## config.mk

```make
export PLATFORM = sky130hd
export DESIGN_NAME = obi_mem_arbiter
export DESIGN_NICKNAME = d
export VERILOG_FILES = /design/src/rtl/obi_mem_arbiter.sv
export SDC_FILE = /design/constraint.sdc
export NUM_CORES = 1
export LEC_CHECK = 0
export ABC_CLOCK_PERIOD_IN_PS = 1900
export CORE_AREA = 2 2 111 113
export DETAILED_ROUTE_END_ITERATION = 10
export DIE_AREA = 0 0 113 115
export PLACE_DENSITY = 0.72
export SKIP_LAST_GASP = 1
export SYNTH_ARGS = -nofsm -noshare
export SYNTH_HDL_FRONTEND = slang
export SYNTH_SLANG_ARGS = --single-unit
```

## constraint.sdc

```tcl
create_clock -name clk_i -period 1.9 [get_ports clk_i]
set_input_delay 0.475 -clock clk_i [delete_from_list [all_inputs] [get_ports clk_i]]
set_output_delay 0.475 -clock clk_i [all_outputs]
set_load 0.02 [all_outputs]
```

## src/rtl/obi_mem_arbiter.sv

```systemverilog
// Two-manager to one-subordinate OBI arbiter: round-robin address phase with a
// grant lock, and an in-order route FIFO that steers responses back to their manager.
module obi_mem_arbiter #(
  parameter int ADDR_WIDTH      = 32,
  parameter int DATA_WIDTH      = 32,
  parameter int MAX_OUTSTANDING = 2
) (
  input  logic                      clk_i,
  input  logic                      rst_n_i,
  input  logic [1:0]                m_req_i,
  output logic [1:0]                m_gnt_o,
  input  logic [2*ADDR_WIDTH-1:0]   m_addr_i,
  input  logic [1:0]                m_we_i,
  input  logic [2*DATA_WIDTH/8-1:0] m_be_i,
  input  logic [2*DATA_WIDTH-1:0]   m_wdata_i,
  output logic [1:0]                m_rvalid_o,
  input  logic [1:0]                m_rready_i,
  output logic [DATA_WIDTH-1:0]     m_rdata_o,
  output logic                      s_req_o,
  input  logic                      s_gnt_i,
  output logic [ADDR_WIDTH-1:0]     s_addr_o,
  output logic                      s_we_o,
  output logic [DATA_WIDTH/8-1:0]   s_be_o,
  output logic [DATA_WIDTH-1:0]     s_wdata_o,
  input  logic                      s_rvalid_i,
  output logic                      s_rready_o,
  input  logic [DATA_WIDTH-1:0]     s_rdata_i,
  output logic                      resp_err_o
);

  localparam int BE_WIDTH = DATA_WIDTH / 8;
  localparam int PTR_W    = (MAX_OUTSTANDING > 1) ? $clog2(MAX_OUTSTANDING) : 1;
  localparam int CNT_W    = $clog2(MAX_OUTSTANDING + 1);

  logic [MAX_OUTSTANDING-1:0] route_reg;
  logic [PTR_W-1:0]           wr_ptr_reg;
  logic [PTR_W-1:0]           rd_ptr_reg;
  logic [CNT_W-1:0]           count_reg;
  logic                       rr_last_reg;
  logic                       lock_valid_reg;
  logic                       lock_sel_reg;

  logic [ADDR_WIDTH-1:0] m_addr  [2];
  logic [BE_WIDTH-1:0]   m_be    [2];
  logic [DATA_WIDTH-1:0] m_wdata [2];

  logic sel;
  logic not_full;
  logic has_out;
  logic head;
  logic push;
  logic pop;
  logic resp_fwd;

  function automatic logic [PTR_W-1:0] ptr_inc(input logic [PTR_W-1:0] p);
    return (p == PTR_W'(MAX_OUTSTANDING - 1)) ? '0 : p + PTR_W'(1);
  endfunction

  always_comb begin
    sel = 1'b0;
    if (lock_valid_reg)         sel = lock_sel_reg;
    else if (m_req_i == 2'b10)  sel = 1'b1;
    else if (m_req_i == 2'b11)  sel = ~rr_last_reg;
  end

  assign not_full = (count_reg < CNT_W'(MAX_OUTSTANDING));
  assign has_out  = (count_reg != '0);
  assign head     = route_reg[rd_ptr_reg];

  // Outputs are gated by rst_n_i so they drop in the same instant reset asserts.
  assign s_req_o   = rst_n_i && m_req_i[sel] && not_full;
  assign s_addr_o  = m_addr[sel];
  assign s_we_o    = m_we_i[sel];
  assign s_be_o    = m_be[sel];
  assign s_wdata_o = m_wdata[sel];
  assign push      = s_req_o && s_gnt_i;

  assign s_rready_o = rst_n_i && (has_out ? m_rready_i[head] : 1'b1);
  assign resp_fwd   = rst_n_i && s_rvalid_i && has_out;
  assign pop        = resp_fwd && s_rready_o;
  assign resp_err_o = rst_n_i && s_rvalid_i && !has_out;
  assign m_rdata_o  = s_rdata_i;

  genvar gi;
  generate
    for (gi = 0; gi < 2; gi++) begin : g_mgr
      assign m_addr[gi]     = m_addr_i[gi*ADDR_WIDTH +: ADDR_WIDTH];
      assign m_be[gi]       = m_be_i[gi*BE_WIDTH +: BE_WIDTH];
      assign m_wdata[gi]    = m_wdata_i[gi*DATA_WIDTH +: DATA_WIDTH];
      assign m_gnt_o[gi]    = push && (sel == 1'(gi));
      assign m_rvalid_o[gi] = resp_fwd && (head == 1'(gi));
    end
  endgenerate

  always_ff @(posedge clk_i or negedge rst_n_i) begin
    if (!rst_n_i) begin
      route_reg      <= '0;
      wr_ptr_reg     <= '0;
      rd_ptr_reg     <= '0;
      count_reg      <= '0;
      rr_last_reg    <= 1'b1;
      lock_valid_reg <= 1'b0;
      lock_sel_reg   <= 1'b0;
    end else begin
      // Hold the subordinate address phase stable until it is granted.
      if (push) begin
        lock_valid_reg <= 1'b0;
      end else if (s_req_o) begin
        lock_valid_reg <= 1'b1;
        lock_sel_reg   <= sel;
      end

      if (push) begin
        route_reg[wr_ptr_reg] <= sel;
        wr_ptr_reg            <= ptr_inc(wr_ptr_reg);
        rr_last_reg           <= sel;
      end
      if (pop) begin
        rd_ptr_reg <= ptr_inc(rd_ptr_reg);
      end

      case ({push, pop})
        2'b10:   count_reg <= count_reg + CNT_W'(1);
        2'b01:   count_reg <= count_reg - CNT_W'(1);
        default: count_reg <= count_reg;
      endcase
    end
  end

endmodule
```

==> results.sh <==
export IMPL_clkSinkCount=9
export IMPL_yosys_area_top_type="mux2_2"
export IMPL_fin_crit_ns=2.40
export IMPL_wirelength_mm=9.99
export IMPL_setup_viol=74
export IMPL_slew_violations=0
export IMPL_clock_skew_ns=0.000924
export IMPL_wl_per_cell_um=18.4
export IMPL_synthesis_nets=341
export IMPL_syn_area_um2=1620
export IMPL_cts_buffer_depth=2
export IMPL_yosysWarnings=0
export IMPL_relSlewSlack_pct=73.7
export IMPL_coreArea_um2=11800
export IMPL_hold_path_class="primary input to async pin"
export IMPL_die_x_um=113
export IMPL_ys_seq_elements=9
export IMPL_die_area_um2=13000
export IMPL_synth_most_common_cell="mux2_2"
export IMPL_cp_depth=7
export IMPL_io_pins=286
export IMPL_status="finished with violations"
export IMPL_setup_worst_path_end="s_wdata_o[13]"
export IMPL_regToRegSetupSlack_ns=0.04
export IMPL_synth_edf_count=0
export IMPL_grt_pass1_vias=2406
export IMPL_grt_overflow=0
export IMPL_power_share_clock_pct=7.2
export IMPL_nets=577
export IMPL_gp_congestion=0.775
export IMPL_p_comb_share_pct=85.9
export IMPL_r2r_cells=8
export IMPL_drive_gt1_share_pct=54.9
export IMPL_violations="DRC, setup timing"
export IMPL_start_util_pct=13.8
export IMPL_critPathCaptureType="output pin"
export IMPL_ant_nets=0
export IMPL_antenna_found_initial=0
export IMPL_min_period_over_period_pct=126
export IMPL_dominantRegCellSynth="dfrtp_1"
export IMPL_r2r_start="lock_valid_reg"
export IMPL_p_sw_share_pct=41.4
export IMPL_grt_use_total_pct=13.8
export IMPL_ys_seq_area_share_pct=13.9
export IMPL_diodes=0
export IMPL_synthCells=162
export IMPL_num_vias=2218
export IMPL_pwr_density_cell_nw_per_um2=1270
export IMPL_portBuffers=221
export IMPL_critPathTopFamily="buffers and inverters"
export IMPL_synthTopCellsByCount="73 x mux2_2, 32 x buf_4, 8 x dfrtp_1, 7 x buf_2, 6 x nor2_1"
export IMPL_numCtsBuffers=3
export IMPL_crit_slowest_cell="dfstp_2"
export IMPL_path_buf_inv=4
export IMPL_first_pass_iters=10
export IMPL_worstPathRequired_ns=1.42
export IMPL_grt_max_degree=13
export IMPL_criticalPathCategory="flip-flop to output pin"
export IMPL_fp_row_count=40
export IMPL_route_detailed_drc=12
export IMPL_seqPwrFrac_pct=6.9
export IMPL_h_tree_depth=1
export IMPL_yosysUniqueCellTypes=31
export IMPL_power_switching_w=0.00225
export IMPL_clockRootBuffer="clkbuf_16"
export IMPL_cp_data_arrival_time_ns=1.92
export IMPL_fillCellCount=1189
export IMPL_fin_util_pct=36.2
export IMPL_fin_setup_tns_ns=-32.36
export IMPL_timing_rr_end="count_reg[1]"
export IMPL_via_per_inst=4.08
export IMPL_critPathMaxStageDelay_ns=0.53
export IMPL_hpwlAfterDp_mm=7.93
export IMPL_vdd_drop_max_v=0.000499
export IMPL_max_freq_mhz=417
export IMPL_avgSynthCellArea_um2=10.0
export IMPL_async_reset_ff_share_pct=100
export IMPL_holdBufCountCts=0
export IMPL_cap_violations=0
export IMPL_die_h_um=115
export IMPL_crit_start="rr_last_reg"
export IMPL_p_leak_nw=1.89
export IMPL_crit_chain="nand2_2 -> a22oi_2 -> buf_6 -> buf_4 -> buf_12 -> mux2_2 -> buf_2"
export IMPL_worst_pin_slew_ns=0.393
export IMPL_finalPower_w=0.00543
export IMPL_setup_ws_ns=-0.499
export IMPL_critPathMaxFanout=6
export IMPL_drt_iter0_markers=62
export IMPL_hold_viol=0
export IMPL_synth_area_leaders="mux2_2 51%, buf_4 15%, dfrtp_1 12%, buf_2 2.2%, dfstp_2 1.6%"
export IMPL_start_kind="flip-flop"
export IMPL_tritoncts="done"
export IMPL_clkLatencyLatePin_ns=0.24
export IMPL_clk_pin_slew_ns=0.04
export IMPL_rsz0062_at_grt="yes"
export IMPL_grt_pass1_wl_mm=13.7
export IMPL_synth_top_cell_area_share_pct=50.6
export IMPL_p_int_w=0.00319
export IMPL_syn_to_final_growth_pct=163
## cells by family (layout without fill, tap and decap cells)
logic type | after synthesis | after routing | synth area share [%]
muxes | 75 | 75 | 51.8
DFF | 9 | 9 | 13.9
buffers and inverters | 41 | 276 | 17.4
and+or+nand+nor | 20 | 20 | 7.32
adders and majority gates | 1 | 1 | 0.770
AOI/OAI and AO/OA | 12 | 12 | 6.55
xor gates and xnor gates | 4 | 4 | 2.16
## worst min-delay path, stage by stage
cell,delay [ns]
clkdlybuf4s15_1,0.21
buf_6,0.11
buf_4,0.10
buf_4,0.10
## power groups by stage
stage | registers, W | clock network (W) | logic (W)
4_1_cts | 0.000367 | 0.000397 | 0.00434
6_report | 0.000372 | 0.000391 | 0.00467
3_3_place_gp | 0.000354 | 0 | 0.00387
5_1_grt | 0.000382 | 0.000400 | 0.00490
2_1_floorplan | 0.000368 | 0 | 0.00210
3_5_place_dp | 0.000356 | 0 | 0.00392
## worst min-delay path by stage
stage / from / endpoint / slack [ns] / cells past startpoint
after detailed placement: wr_ptr_reg / wr_ptr_reg / 0.49 / 1
after global routing: rst_n_i / count_reg[0] / 0.45 / 4
after CTS: rst_n_i / count_reg[0] / 0.36 / 3
final: rst_n_i / count_reg[0] / 0.44 / 4
after floorplan: rst_n_i / count_reg[0] / 0.18 / 0
after global placement: wr_ptr_reg / wr_ptr_reg / 0.48 / 1
## metrics by stage
step	setup slack, ns	instances	cell area, um^2	hold WS, ns
2_1_floorplan	-0.0315	162	1620	0.179
3_3_place_gp	-1.22	514	3940	0.481
3_5_place_dp	-1.24	514	3940	0.491
4_1_cts	-0.505	535	4060	0.355
5_1_grt	-0.571	544	4280	0.451
6_report	-0.499	544	4280	0.439
## layout by cell type (no fill, tap or decap), drive strengths merged, types with 2 or more instances in the layout
master	count
clkbuf	6
clkdlybuf4s50	141
a21boi	2
nor2	6
dfrtp	8
o211ai	3
nor2b	3
nand2	3
mux2i	2
dlygate4sd2	2
o2111ai	2
buf	123
xnor2	3
clkdlybuf4s15	2
mux2	73
inv	2
## final cells by class
cell class              instances  area [um^2]  area share, %
clock buffers                   4         78.8           1.84
inverters                       2         7.51          0.176
multi-input cells             112         1230           28.8
flip-flops and latches          9          228           5.32
well taps                     147          184           4.30
repair buffers                270         2540           59.5
## per-layer routing
layer	vias to the layer above	GRT usage, %	routed length (um)	share of wire (%)
li1	1034	-	-	-
met1	1040	16.1	3740	37
met2	135	25.9	5390	54
met3	9	2.48	701	7.0
met4	0	3.66	160	1.6
met5	-	0	0	0
## timing repair
item                       CTS  global route
setup buffers               12             9
pin swaps                    2             9
resized for setup          346            58
gates cloned                 5             1
setup endpoints to repair   80            78
Power figures use the tool's default switching activity.
